$ cat config.mk
export PLATFORM = sky130hd
export DESIGN_NAME = bin2bcd_seq
export DESIGN_NICKNAME = d
export VERILOG_FILES = /design/src/rtl/bin2bcd_seq.sv
export SDC_FILE = /design/constraint.sdc
export NUM_CORES = 1
export LEC_CHECK = 0
export CORE_MARGIN = 4
export CORE_UTILIZATION = 29
export CTS_CLUSTER_DIAMETER = 100
export DETAILED_ROUTE_END_ITERATION = 7
export SLEW_MARGIN = 20
export SYNTH_ARGS = -nofsm -noshare
export SYNTH_HDL_FRONTEND = slang
export SYNTH_SLANG_ARGS = --single-unit
$ cat constraint.sdc
create_clock -name sys_clk -period 2.6 [get_ports sys_clk]
set_input_delay 0.52 -clock sys_clk [delete_from_list [all_inputs] [get_ports sys_clk]]
set_output_delay 0.52 -clock sys_clk [all_outputs]
set_load 0.05 [all_outputs]
$ cat src/rtl/bin2bcd_seq.sv
// -----------------------------------------------------------------------------
// bin2bcd_seq
//   Sequential binary-to-BCD converter (shift-and-add-3, one adjust+shift per
//   clock). Accepts an unsigned or two's complement input, converts its
//   magnitude and saturates the result to all nines when it does not fit in
//   DIGITS decimal digits. Results appear DATA_W+1 cycles after the start edge.
//
// Ports
//   sys_clk    in   system clock, rising edge
//   sys_rst_n  in   asynchronous active-low reset
//   start      in   conversion request, sampled only while idle
//   sign_en    in   1 = data_in is two's complement (sampled with start)
//   data_in    in   [DATA_W-1:0] binary value (sampled with start)
//   busy       out  high while a conversion is in progress
//   done       out  one-cycle pulse when bcd_out/neg/overflow update
//   bcd_out    out  [4*DIGITS-1:0] result, digit i in [4i+3:4i]
//   neg        out  1 = input was negative (never set for a zero magnitude)
//   overflow   out  magnitude >= 10^DIGITS, bcd_out saturated to all nines
// -----------------------------------------------------------------------------
module bin2bcd_seq #(
  parameter int DATA_W = 20,
  parameter int DIGITS = 6
) (
  input  logic                  sys_clk,
  input  logic                  sys_rst_n,
  input  logic                  start,
  input  logic                  sign_en,
  input  logic [DATA_W-1:0]     data_in,
  output logic                  busy,
  output logic                  done,
  output logic [4*DIGITS-1:0]   bcd_out,
  output logic                  neg,
  output logic                  overflow
);

  localparam int BCD_W = 4 * DIGITS;
  localparam int CNT_W = $clog2(DATA_W + 1);
  localparam logic [CNT_W-1:0] LAST_STEP = CNT_W'(DATA_W - 1);

  typedef enum logic [1:0] {
    IDLE   = 2'd0,
    SHIFT  = 2'd1,
    FINISH = 2'd2
  } state_t;

  // Magnitude of the input. The most-negative value wraps back onto itself,
  // which read as unsigned is exactly 2^(DATA_W-1).
  function automatic logic [DATA_W-1:0] magnitude(input logic [DATA_W-1:0] d,
                                                  input logic              sgn);
    logic signed [DATA_W-1:0] s;
    s = signed'(d);
    if (sgn && (s < 0))
      return $unsigned(-s);
    else
      return d;
  endfunction

  // Add 3 to every digit above 4; digits are independent (no carry).
  function automatic logic [BCD_W-1:0] add3_digits(input logic [BCD_W-1:0] bcd);
    logic [BCD_W-1:0] r;
    r = bcd;
    for (int i = 0; i < DIGITS; i++) begin
      if (bcd[4*i +: 4] > 4'd4)
        r[4*i +: 4] = bcd[4*i +: 4] + 4'd3;
    end
    return r;
  endfunction

  function automatic logic [BCD_W-1:0] saturate(input logic [BCD_W-1:0] bcd,
                                                input logic             ovf);
    return ovf ? {DIGITS{4'h9}} : bcd;
  endfunction

  state_t              state;
  logic [CNT_W-1:0]    cnt;
  logic [BCD_W-1:0]    bcd_sr;
  logic [DATA_W-1:0]   mag_sr;
  logic                sign_r;
  logic                mag_zero;
  logic                ovf_flag;

  logic [BCD_W-1:0]    bcd_adj;
  logic [BCD_W-1:0]    bcd_nxt;
  logic [DATA_W-1:0]   mag_nxt;
  logic                carry_out;

  assign bcd_adj = add3_digits(bcd_sr);
  // carry_out is the bit leaving the top digit; any 1 here means the value
  // needs more than DIGITS digits.
  assign {carry_out, bcd_nxt, mag_nxt} = {bcd_adj, mag_sr, 1'b0};

  always_ff @(posedge sys_clk or negedge sys_rst_n) begin
    if (!sys_rst_n) begin
      state    <= IDLE;
      cnt      <= '0;
      bcd_sr   <= '0;
      mag_sr   <= '0;
      sign_r   <= 1'b0;
      mag_zero <= 1'b0;
      ovf_flag <= 1'b0;
      busy     <= 1'b0;
      done     <= 1'b0;
      bcd_out  <= '0;
      neg      <= 1'b0;
      overflow <= 1'b0;
    end else begin
      done <= 1'b0;
      case (state)
        IDLE: begin
          if (start) begin
            mag_sr   <= magnitude(data_in, sign_en);
            sign_r   <= sign_en & data_in[DATA_W-1];
            mag_zero <= (data_in == '0);
            bcd_sr   <= '0;
            ovf_flag <= 1'b0;
            cnt      <= '0;
            busy     <= 1'b1;
            state    <= SHIFT;
          end
        end
        SHIFT: begin
          bcd_sr <= bcd_nxt;
          mag_sr <= mag_nxt;
          if (carry_out)
            ovf_flag <= 1'b1;
          cnt <= cnt + CNT_W'(1);
          if (cnt == LAST_STEP)
            state <= FINISH;
        end
        FINISH: begin
          bcd_out  <= saturate(bcd_sr, ovf_flag);
          neg      <= sign_r & ~mag_zero;
          overflow <= ovf_flag;
          done     <= 1'b1;
          busy     <= 1'b0;
          cnt      <= '0;
          state    <= IDLE;
        end
        default: begin
          state <= IDLE;
        end
      endcase
    end
  end

endmodule

==> metrics.md <==
| Metric | Value |
|---|---|
| EDFF count, synth | `0` |
| Hold_ws | `0.172 ns` |
| Worst min path class | `in2async` |
| 1st-pass router iterations | `4` |
| Grt met3 use | `3.28%` |
| Period utilization | `95.4%` |
| First-pass GRT wire length | `15600 um` |
| Routed via count | `3289` |
| Delay-heaviest family, CP | `simple AND/OR/NAND/NOR gates` |
| Max-cap violations | `0` |
| Slew margin rel. | `45.6%` |
| Crit. End Element | `register` |
| Synth Flop Type | `dfrtp_1` |
| CP max stage cell | `or4_4` |
| Ys async rst share | `100%` |
| Antenna diode count | `0` |
| Final Net Count | `522` |
| Wire per inst | `13.3 um` |
| GRT busiest layer | `met2` |
| Post-Route WL | `8960 um` |
| Grt ovf | `0` |
| CP Data Required Time | `2.81 ns` |
| Buf+Inv Stages, Crit Path | `1` |
| Setup ws final | `0.119 ns` |
| Tmin final | `2.48 ns` |
| Top cell type's share of synthesized area | `51.4%` |
| I/O Pins | `52` |
| DIE AREA | `15700 um2` |
| Htree depth | `3` |
| I/O Buffers | `51` |
| Final slew viol count | `0` |
| Die width | `125 um` |
| Yosys cell types | `38` |
| Multi-input logic area | `1770 um2` |
| Synthesized area | `3990 um2` |
| Cell Rows | `42` |
| Worst Path Max Fanout | `5` |
| DP HPWL | `6420 um` |
| Setup Skew | `0.00855 ns` |
| GR met2 Demand/Resource | `18.4%` |
| M1 GR Usage | `16.6%` |
| Reg clk slew, reported paths | `0.06 ns` |
| Max VDD drop | `0.000476 V` |
| CTS root buf | `clkbuf_16` |
| Antenna Nets Post-Route | `0` |
| Drc violations | `0` |
| Vias in the first global route | `3219` |
| Worst EP arrival | `2.69 ns` |
| Layout cells sized above 1 | `11.1%` |
| Worst-margin pin slew | `0.816 ns` |
| Vias per Instance | `4.90` |
| Starting Density | `29.9%` |
| Crit path kind | `in2reg` |
| Largest net degree at the start of global routing | `43` |
| Core area | `13300 um2` |
| Worst-Skew Late Latency | `0.32 ns` |
| Total Routing Usage GR | `11.8%` |
| Synth Warn # | `0` |
| Ranking of synthesized cells by area | `dfrtp_1 51%, o21ai_0 7.5%, nand2_1 4.5%, a21oi_1 3.4%, nor2_1 2.9%` |
| Post CTS Setup Buffer Count | `0` |
| Synth area leader | `dfrtp_1` |
| Fmax | `0.403 GHz` |
| Syn-to-layout area delta | `28.4%` |
| Gate Count Post-Synth | `426` |
| Syn_area_per_cell | `9.37 um2` |
| CP Cell Sequence | `clkdlybuf4s50_1 -> or4_4 -> or4b_4 -> or4_1 -> a21oi_1 -> o21ai_1` |
| Initial antenna violation count | `0` |
| CTS Buffer Depth | `2` |
| Hold Vio Cnt, Final | `0` |
| Leakage | `2.19 nW` |
| Setup violations, final | `0` |
| Total CTS buffers | `9` |
| # hold bufs at CTS | `0` |
| Most frequent cells in the layout | `82 x dfrtp_1, 60 x o21ai_0, 50 x clkdlybuf4s50_1, 48 x nand2_1, 31 x nor2_1` |
| TritonCTS clock tree | `built` |
| Synthesized flop and latch total | `82` |
| Status | `finished clean` |
| RSZ-0062 raised after global routing | `false` |
| Syn Nets | `458` |
| Critical path startpoint category | `primary input` |
| Register Area | `2050 um2` |
| Starting DRT DRC Count | `290` |
| CP max stage delay | `0.57 ns` |
| Most common cell after layout, fill and taps aside | `dfrtp_1` |
| Chip height | `125 um` |
| Pwr dens | `959 nW/um2` |
| Pre-CTS setup slack | `-0.256 ns` |
| Clk sink count | `82` |
| Sequential area share after synthesis | `51.4%` |
| Number of fill cells in the layout | `1345` |
| Routability cong. | `0.864` |
-- routing by layer --
| layer | vias to the layer above | part of all wire (%) |
|---|---|---|
| li1 | 1634 | - |
| met1 | 1548 | 49 |
| met2 | 92 | 44 |
| met3 | 15 | 5.1 |
| met4 | 0 | 1.1 |
| met5 | - | 0 |
-- final cells by class --
class,count,area share [%]
inverters,21,1.54
well taps,176,4.30
repair buffers,79,14.3
clock inverters,4,0.537
flip-flops and latches,82,40.0
multi-input cells,297,34.5
clock buffers,12,4.81
-- state kept, by name, summed over array words and instances, names as in the netlist --
name	flops
state	2
bcd_sr	24
ovf_flag	1
busy	1
done	1
cnt	5
sign_r	1
neg	1
bcd_out	24
mag_zero	1
overflow	1
mag_sr	20
-- Yosys cell counts (13+ instances only) --
library cell,n
nand2_1,48
a21oi_1,27
o21ai_0,60
clkbuf_1,24
a22oi_1,14
o22ai_1,14
xor2_1,13
inv_1,21
nor2_1,31
o31ai_1,15
dfrtp_1,82
-- per-stage QoR --
stage	util, %	cell area (um2)	power, mW	TNS, ns	cells
CTS	38.4	5120	4.96	0	671
global route	38.4	5130	5.34	0	671
floorplan	-	3990	3.25	0	426
finish	38.4	5130	4.92	0	671
global placement	36.3	4850	3.70	-0.812	655
detailed placement	36.3	4850	3.79	-1.10	655
-- where the power goes --
group,internal [mW],total [mW],switching [mW]
Sequential,1.66,2.01,0.343
Clock,0.673,1.15,0.478
Combinational,0.753,1.76,1.01
-- what timing repair did --
| action | 4_1_cts | 5_1_grt |
|---|---|---|
| hold endpoints to repair | 0 | 0 |
| resized for setup | 0 | 2 |
| endpoints found under the setup margin | 0 | 2 |
-- cells by family (layout without fill, tap and decap cells) --
logic type | after synthesis | in the layout | synth area share [%]
simple gates | 116 | 116 | 13.5
buf+inv | 47 | 116 | 4.45
xor+xnor | 24 | 24 | 5.26
fa+ha+maj | 8 | 8 | 2.51
mux | 2 | 2 | 0.564
compound gates | 147 | 147 | 22.3
flops | 82 | 82 | 51.4
-- worst paths after layout --
| path | slack [ns] | depth (start not counted) | to | startpoint |
|---|---|---|---|---|
| max in group asynchronous | 1.82 | 2 | state[1] | sys_rst_n |
| hold reg to reg | 0.48 | 2 | bcd_out[20] | bcd_out[20] |
| hold / removal | 0.17 | 1 | bcd_out[22] | sys_rst_n |
| setup reg to reg | 0.95 | 4 | bcd_sr[15] | state[1] |
| setup / recovery | 0.12 | 6 | mag_sr[18] | data_in[6] |
| min in group sys_clk | 0.48 | 2 | bcd_out[20] | bcd_out[20] |
(Power assumes the default switching activity.)
